### src/rtl/bus_pkg.sv
// Shared definitions for the 5-bit data bus: field widths, idle grant code and tenure FSM states.
// Also intended for the bus master and arbiter.
package bus_pkg;

  localparam int BUS_W     = 5;
  localparam int ADDR_W    = 2;
  localparam int PAYLOAD_W = 3;
  localparam int ID_W      = 3;

  localparam logic [ID_W-1:0] GRANT_IDLE = 3'b000;

  typedef enum logic [1:0] {
    TEN_IDLE    = 2'b00,
    TEN_CAPTURE = 2'b01,
    TEN_HOLD    = 2'b10
  } tenure_state_e;

  function automatic logic [ADDR_W-1:0] bus_addr(input logic [BUS_W-1:0] word);
    return word[BUS_W-1 -: ADDR_W];
  endfunction

  function automatic logic [PAYLOAD_W-1:0] bus_payload(input logic [BUS_W-1:0] word);
    return word[PAYLOAD_W-1:0];
  endfunction

endpackage

### src/rtl/sync_fifo.sv
// Synchronous FIFO with a registered head word: a push into an empty FIFO is visible
// on head_data right after the pushing edge. DEPTH must be a power of two, at least 2.
module sync_fifo #(
  parameter  int WIDTH = 6,
  parameter  int DEPTH = 4,
  localparam int PTR_W = $clog2(DEPTH),
  localparam int CNT_W = PTR_W + 1
) (
  input  logic             clk,
  input  logic             reset,
  input  logic             push,
  input  logic [WIDTH-1:0] push_data,
  input  logic             pop,
  output logic             full,
  output logic [CNT_W-1:0] count,
  output logic             head_valid,
  output logic [WIDTH-1:0] head_data
);

  logic [WIDTH-1:0] mem_q [DEPTH];
  logic [PTR_W-1:0] wr_ptr_q, wr_ptr_d;
  logic [PTR_W-1:0] rd_ptr_q, rd_ptr_d;
  logic [CNT_W-1:0] count_q, count_d;
  logic             head_valid_q, head_valid_d;
  logic [WIDTH-1:0] head_data_q, head_data_d;
  logic             full_s, empty_s, push_ok_s, pop_ok_s;

  // Pointer, occupancy and next-head computation.
  always_comb begin
    full_s    = (count_q == CNT_W'(DEPTH));
    empty_s   = (count_q == {CNT_W{1'b0}});
    pop_ok_s  = pop & ~empty_s;
    push_ok_s = push & (~full_s | pop_ok_s);
    wr_ptr_d  = wr_ptr_q;
    rd_ptr_d  = rd_ptr_q;
    count_d   = count_q;
    if (push_ok_s) begin
      wr_ptr_d = wr_ptr_q + PTR_W'(1);
    end else begin
      wr_ptr_d = wr_ptr_q;
    end
    if (pop_ok_s) begin
      rd_ptr_d = rd_ptr_q + PTR_W'(1);
    end else begin
      rd_ptr_d = rd_ptr_q;
    end
    case ({push_ok_s, pop_ok_s})
      2'b10:   count_d = count_q + CNT_W'(1);
      2'b01:   count_d = count_q - CNT_W'(1);
      default: count_d = count_q;
    endcase
    // The new head is the word being written when it lands in the slot the read pointer moves to.
    if (count_d == {CNT_W{1'b0}}) begin
      head_valid_d = 1'b0;
      head_data_d  = {WIDTH{1'b0}};
    end else if (push_ok_s && (wr_ptr_q == rd_ptr_d)) begin
      head_valid_d = 1'b1;
      head_data_d  = push_data;
    end else begin
      head_valid_d = 1'b1;
      head_data_d  = mem_q[rd_ptr_d];
    end
  end

  // Control and head registers.
  always_ff @(posedge clk) begin
    if (reset) begin
      wr_ptr_q     <= {PTR_W{1'b0}};
      rd_ptr_q     <= {PTR_W{1'b0}};
      count_q      <= {CNT_W{1'b0}};
      head_valid_q <= 1'b0;
      head_data_q  <= {WIDTH{1'b0}};
    end else begin
      wr_ptr_q     <= wr_ptr_d;
      rd_ptr_q     <= rd_ptr_d;
      count_q      <= count_d;
      head_valid_q <= head_valid_d;
      head_data_q  <= head_data_d;
    end
  end

  // Storage array; not reset, contents qualified by count.
  always_ff @(posedge clk) begin
    if (push_ok_s && !reset) begin
      mem_q[wr_ptr_q] <= push_data;
    end
  end

  assign full       = full_s;
  assign count      = count_q;
  assign head_valid = head_valid_q;
  assign head_data  = head_data_q;

endmodule

### src/rtl/bus_slave_rx.sv
// Buffered bus responder: captures one address-matching word per grant tenure,
// tags it with the master ID and queues it for a valid/ready consumer.
module bus_slave_rx
  import bus_pkg::*;
#(
  parameter  logic [ADDR_W-1:0] SLAVE_ADDR = 2'd0,
  parameter  int                DEPTH      = 4,
  localparam int                CNT_W      = $clog2(DEPTH) + 1
) (
  input  logic                      clk,
  input  logic                      reset,
  input  logic [ID_W-1:0]           grant,
  input  logic [BUS_W-1:0]          data,
  output logic                      out_valid,
  input  logic                      out_ready,
  output logic [ID_W+PAYLOAD_W-1:0] out_data,
  output logic [CNT_W-1:0]          count,
  output logic                      overflow
);

  tenure_state_e                 state_q, state_d;
  logic [ID_W-1:0]               grant_q, grant_d;
  logic                          overflow_q, overflow_d;
  logic                          push_s, pop_s, fifo_full_s;
  logic [ID_W+PAYLOAD_W-1:0]     push_word_s;

  // Tenure state, previous grant and sticky overflow registers.
  always_ff @(posedge clk) begin
    if (reset) begin
      state_q    <= TEN_IDLE;
      grant_q    <= GRANT_IDLE;
      overflow_q <= 1'b0;
    end else begin
      state_q    <= state_d;
      grant_q    <= grant_d;
      overflow_q <= overflow_d;
    end
  end

  // Next tenure state: a change to a different nonzero ID starts a fresh tenure.
  always_comb begin
    state_d = state_q;
    grant_d = grant;
    case (state_q)
      TEN_IDLE: begin
        if (grant != GRANT_IDLE) begin
          state_d = TEN_CAPTURE;
        end else begin
          state_d = TEN_IDLE;
        end
      end
      TEN_CAPTURE, TEN_HOLD: begin
        if (grant == GRANT_IDLE) begin
          state_d = TEN_IDLE;
        end else if (grant != grant_q) begin
          state_d = TEN_CAPTURE;
        end else begin
          state_d = TEN_HOLD;
        end
      end
      default: state_d = TEN_IDLE;
    endcase
  end

  // Capture decode and overflow update.
  always_comb begin
    push_word_s = {grant_q, bus_payload(data)};
    pop_s       = out_valid & out_ready;
    if ((state_q == TEN_CAPTURE) && (bus_addr(data) == SLAVE_ADDR)) begin
      push_s = 1'b1;
    end else begin
      push_s = 1'b0;
    end
    if (push_s && fifo_full_s && !pop_s) begin
      overflow_d = 1'b1;
    end else begin
      overflow_d = overflow_q;
    end
  end

  sync_fifo #(
    .WIDTH(ID_W + PAYLOAD_W),
    .DEPTH(DEPTH)
  ) u_fifo (
    .clk       (clk),
    .reset     (reset),
    .push      (push_s),
    .push_data (push_word_s),
    .pop       (out_ready),
    .full      (fifo_full_s),
    .count     (count),
    .head_valid(out_valid),
    .head_data (out_data)
  );

  assign overflow = overflow_q;

endmodule

### config.mk
export PLATFORM = sky130hd
export DESIGN_NAME = bus_slave_rx
export DESIGN_NICKNAME = d
export VERILOG_FILES = /design/src/rtl/bus_pkg.sv /design/src/rtl/sync_fifo.sv /design/src/rtl/bus_slave_rx.sv
export SDC_FILE = /design/constraint.sdc
export NUM_CORES = 1
export LEC_CHECK = 0
export ABC_CLOCK_PERIOD_IN_PS = 8000
export BUFFER_PORTS_ARGS = -buffer_cell sky130_fd_sc_hd__buf_4
export CAP_MARGIN = 20
export CORE_UTILIZATION = 45
export DETAILED_ROUTE_END_ITERATION = 10
export GPL_TIMING_DRIVEN = 1
export PLACE_DENSITY_LB_ADDON = 0.08
export SYNTH_ARGS = -nofsm -noshare
export SYNTH_HDL_FRONTEND = slang
export SYNTH_SLANG_ARGS = --single-unit
### constraint.sdc
create_clock -name clk -period 8 [get_ports clk]
set_clock_uncertainty 0.2 [all_clocks]
set_input_delay 1.6 -clock clk [delete_from_list [all_inputs] [get_ports clk]]
set_output_delay 1.6 -clock clk [all_outputs]
set_load 0.05 [all_outputs]
======== Yosys cells after proc, flatten, opt, wreduce, memory -nomap -nowiden ========
Memories as Yosys holds them, arrays and structs flattened. A register that Yosys moved wholly into a read port is not among the register bits.
Index checks and enable logic that the tools add are counted.
Widths: inputs -> output; s select.
storage, ports and cells
  memory bits (writable) .................. 24
  memories ................................ 1
  register bits after elaboration ......... 14
  word-level logic and storage cells ...... 48
memories
  name          words  bits a word  rd ports  clocked after memory_dff  wr ports  RTL line         text
  u_fifo.mem_q  4      6            1         1                         1         sync_fifo.sv:20  logic [WIDTH-1:0] mem_q [DEPTH];
cells by class
  mux-type cells .......................... 10
  reduce and logical (&&, ||, !) cells .... 14
  equality and inequality tests ........... 6
  add/subtract/negate cells ............... 4
  bitwise logic cells ..................... 6
operators with widths
  kind                 count
  $logic_not 3->1      3
  $mux 2               3
  $pmux 3 s2           1
  $mux 1               5
  $add 2x1->2 const B  2
  $eq 2x1->1 const B   2
  $eq 2x2->1 const B   2
  $logic_and 1x1->1    4
  $logic_not 2->1      2
  $pmux 2 s2           1
  $reduce_or 2->1      2
  $add 3x1->3 const B  1
  $and 1x1->1          3
  $eq 3x3->1 const B   1
  $ne 3x3->1           1
  $reduce_bool 3->1    1
  $sub 3x1->3 const B  1
  $logic_not 1->1      2
  $not 1->1            2
  $or 1x1->1           1

======== Longest topological paths before layout ========
  depth in word-level cells ............... 9
  depth in mapped cells ................... 12

======== Cells and area by module ========
Synthesis repeated with hierarchy kept, for this count alone.
second synthesis, totals
  cell total of the unflattened synthesis .. 222
  area, all modules ....................... 2326.0 um^2
modules (own cells, without submodules)
  module        area each (um^2)  cells an instance  times used
  sync_fifo     2057.0            195                1
  bus_slave_rx  269.0             27                 1

======== Worst setup path before layout ========
No wires, ideal clock.
  kind .................................... input-to-reg
  start ................................... in out_ready
  end ..................................... reg u_fifo.head_data_q[2], in the netlist u_fifo.head_data[2], read port of u_fifo.mem_q
  slack ................................... 3948 ps
  data required time ...................... 7712 ps
  stages .................................. 10
  arrival ................................. 3764 ps
  library setup time ...................... 88 ps
  path buffers ............................ 0
  cells stage by stage .................... or4b_4 -> nand2_1 -> ha_1 -> inv_1 -> fa_1 -> xor2_1 -> or3_1 -> a21oi_1 -> nor2_1 -> a311oi_2
between the ends
  cells in the longest elaborated chain, start to end .. 7
  elaborated cells on any way between the ends .. 9
  those cells by class .................... 2 x eq/ne; 2 x mux; 3 x bitwise; 2 x reduce/logical
RTL lines
  element                                   RTL line            text
  from (decl)                               bus_slave_rx.sv:15  input logic out_ready,
  $and 1x1->1 *                             sync_fifo.sv:32     pop_ok_s = pop & ~empty_s;
  $or 1x1->1                                sync_fifo.sv:33     push_ok_s = push & (~full_s | pop_ok_s);
  $and 1x1->1                               sync_fifo.sv:33
  $eq 2x1->1 or $eq 2x2->1 (tied branches)  sync_fifo.sv:47     case ({push_ok_s, pop_ok_s})
  $pmux 3 s2                                sync_fifo.sv:47
  $logic_not 3->1                           sync_fifo.sv:53     if (count_d == {CNT_W{1'b0}}) begin
  $reduce_or 2->1 (no line)                 --
  to (decl)                                 sync_fifo.sv:25     logic [WIDTH-1:0] head_data_q, head_data_d;
Mark *: on every way between the ends. The rest lies on a longest branch, timed or not.
A chain may end at the register's enable or synchronous reset.

======== Worst setup path in the final report ========
Ends and elaborated chain as after synthesis.

==> reports/results.md <==
## Placement
• pre-CTS setup slack: 3.61 ns
• number of port buffers: 21
• DP Wirelength: 3070 µm
• GP Congestion: 0.780
• Placed Area: 0.00234 mm²

## Global routing
• largest net degree at the start of global routing: 33
• antenna violations before repair: 0
• final global-route overflow total: 0
• via count of the first global-routing pass: 1,628
• first-pass GRT wire length: 7750 µm
• global router's overall resource usage: 0.203

## Route
• First-pass DRT Iterations: 4
• DRC violation total after the first TritonRoute iteration: 56
• via count: 1,544
• routed wire length per instance: 16.9 µm
• Final ANT Viol Nets: 0
• detailed-route vias per instance: 5.74
• sum of routed wire length over all layers: 4550 µm
• DRC violation count after routing: 0

## Critical path
• startpoint of the lowest-slack register-to-register path: u_fifo.count[0]
• kind of start point of the critical path: primary input
• WP depth: 11
• worst endpoint data arrival time: 4.12 ns
• top fanout value on the critical path: 7
• CP cell instances: buf_4 -> or4b_4 -> nand2_1 -> ha_1 -> inv_1 -> fa_1 -> xor2_1 -> or3_1 -> a21oi_1 -> nor2_1 -> a311oi_2
• Top Family by Delay on Critical Path: simple AND/OR/NAND/NOR gates
• slowest library cell on the worst path: or4b_4
• longest individual stage delay on the worst path: 0.48 ns
• Reg2Reg Depth: 9
• critical path start-end classification: in2reg
• crit end category: register
• buffers plus inverters on the worst setup path: 2
• worst reg2reg setup slack: 4.79 ns
• CP required: 8.02 ns
• Critical R2R Capture: u_fifo.head_data[2]

## Min path
• hold path startpoint: overflow
• hold depth: 2
• class of the tightest hold or removal check: reg2reg
• worst min-delay path endpoint: overflow

## Floorplanning
• area of the core: 0.00450 mm²
• Horiz. Die Dim: 71.4 µm
• number of I/O pins: 22
• height of the die: 71.4 µm
• Die Footprint: 0.00510 mm²
• starting utilization of the core area: 0.482
• standard-cell row count: 24

## CTS
• cts repair resizes: 0
• number of buffers added to fix hold violations after cts: 0
• TritonCTS clock tree: yes
• latest clock arrival within the worst-skew pair: 0.30 ns
• Max Buffers Root-to-Sink: 2
• Post-CTS Repair Setup Buffers: 0
• number of levels the H-tree was split into: 2
• Inserted Clock Buffers: 5
• CTS root buf: clkbuf_8
• clock edge transition at the registers on the reported setup and hold paths: 0.08 ns
• CTS sink cnt: 44

## Timing
• Relative slew margins: 0.309
• minimum setup slack in the final design: 3.89 ns
• Final TNS setup: 0 ns
• unrepaired setup endpoints after global routing: false
• final setup vio count: 0
• fmax: 244 MHz
• crit path time final: 4.11 ns
• Final Max Slew Viols: 0
• final clock period utilization by the worst path: 0.513
• Fin. Hold Viols: 0
• actual slew at the worst max-slew pin: 1.04 ns

## Synthesis
• count of flip-flops with a built-in enable after synthesis: 24
• number of synthesized register bits: 44
• Synth Warn #: 0
• leading cell types by total area after synthesis: edfxtp_1 33%, dfxtp_1 18%, mux2i_1 5.1%
• biggest area consumer among synthesized cells: edfxtp_1
• leading register cell type out of synthesis: edfxtp_1
• Synth Net Count: 219
• Netlist cell types: 37
• fraction of the yosys area taken by sequential cells: 0.517
• synthesized netlist cell count: 199
• post-synthesis instance area: 0.00217 mm²
• proportion of synthesized flip-flops having asynchronous set or reset: 0
• top-area cell type share of the netlist area: 0.332
• post-synthesis average cell area: 10.9 µm²

## Pwr
• Max VDD drop: 0.000147 V
• areal power density over the cells: 306 mW/mm²
• Pleak: 0.877 nW

## Layout
• Post-Route Utilization: 0.546
• Design Area, Final: 0.00246 mm²
• fraction of layout instances using a drive strength above 1: 0.198
• synthesis-to-finish area growth: 13.4%
• total number of nets in the final design: 236
• Antenna Diode Count: 0

## Run
• number of maximum-capacitance constraint violations: 0

## Status
• status: complete, no violations

==> power by group <==
group / leakage, nW / switching (W) / total [W] / internal [W]
sequential: 0.382 / 0.0000478 / 0.000309 / 0.000261
combinational: 0.434 / 0.000164 / 0.000267 / 0.000103
clock: 0.0614 / 0.0000758 / 0.000178 / 0.000102
total: 0.877 / 0.000288 / 0.000754 / 0.000466
==> how the worst max path moves through the flow <==
stage                          from                   to
after detailed placement  out_ready  u_fifo.head_data[2]
after floorplan           out_ready  u_fifo.head_data[2]
final                     out_ready  u_fifo.head_data[2]
after global placement    out_ready  u_fifo.head_data[2]
after CTS                 out_ready  u_fifo.head_data[2]
after global routing      out_ready  u_fifo.head_data[2]
==> metal layers <==
metal  global-route usage  share of wire  vias up
li1                     -              -      746
met1                0.230           0.43      761
met2                0.360           0.51       29
met3               0.0492          0.033        8
met4               0.0933          0.023        0
met5                    0              0        -
==> cells by family after synthesis <==
group | count (synthesis) | synth area share
and+or+nand+nor | 56 | 0.136
buffers and inverters | 22 | 0.0444
muxes | 11 | 0.0508
DFF | 44 | 0.517
xor gates and xnor gates | 11 | 0.0548
AOI/OAI and AO/OA | 46 | 0.142
adders and majority gates | 9 | 0.0554
==> area by class of cell <==
type | count | area [µm²]
multi-input combinational | 133 | 952
sequential | 44 | 1120
tap | 52 | 65.1
inverter | 11 | 43.8
timing repair buffer | 21 | 158
clock buffer | 6 | 82.6
fill | 404 | 2040
clock inverter | 2 | 38.8
==> metrics by stage <==
| stage | total power, W | hold WS (ns) | instances |
|---|---|---|---|
| 6_report | 0.000754 | 0.287 | 269 |
| 5_1_grt | 0.000797 | 0.317 | 269 |
| 4_1_cts | 0.000757 | 0.294 | 269 |
| 3_5_place_dp | 0.000577 | 0.271 | 261 |
| 3_3_place_gp | 0.000567 | 0.265 | 261 |
| 2_1_floorplan | 0.000512 | 0.283 | 199 |
==> cell usage in the layout (no fill, tap or decap), types with 2 or more instances in the layout <==
master	n
a21oi_1	7
and2_2	4
buf_4	21
clkbuf_8	6
dfxtp_1	20
edfxtp_1	24
ha_1	8
inv_1	10
mux2i_1	11
nand2_1	17
nand3_1	3
nor2_1	8
nor2b_1	4
nor3_1	12
nor3b_1	2
o2111ai_1	5
o211ai_1	7
o21ai_0	21
xnor2_1	6
xor2_1	3
==> worst min-delay path: cells and delay by family, from the launching register on <==
kind | cells | cell delay [ns]
and+or+nand+nor | 1 | 0.07
DFF | 1 | 0.34
AOI/OAI and AO/OA | 1 | 0.05
==> state kept, by name (all words and copies together) (netlist names) <==
register / cells
u_fifo.wr_ptr_q: 2
state_q: 2
overflow: 1
u_fifo.head_data: 6
u_fifo.rd_ptr_q: 2
u_fifo.count: 3
u_fifo.mem_q: 24
u_fifo.head_valid: 1
grant_q: 3
==> synthesized netlist by cell type (2+ instances only) <==
| master | instances |
|---|---|
| xor2_1 | 3 |
| xnor2_1 | 6 |
| o2111ai_1 | 5 |
| edfxtp_1 | 24 |
| nand3_1 | 3 |
| nor3_1 | 12 |
| buf_2 | 3 |
| clkbuf_1 | 7 |
| o21ai_0 | 21 |
| mux2i_1 | 11 |
| o211ai_1 | 7 |
| dfxtp_1 | 20 |
| nand2_1 | 17 |
| and2_2 | 4 |
| inv_1 | 10 |
| nor2b_1 | 4 |
| nor2_1 | 8 |
| nor3b_1 | 2 |
| ha_1 | 8 |
| a21oi_1 | 7 |
Note: power is estimated with default switching activity, not from simulation.
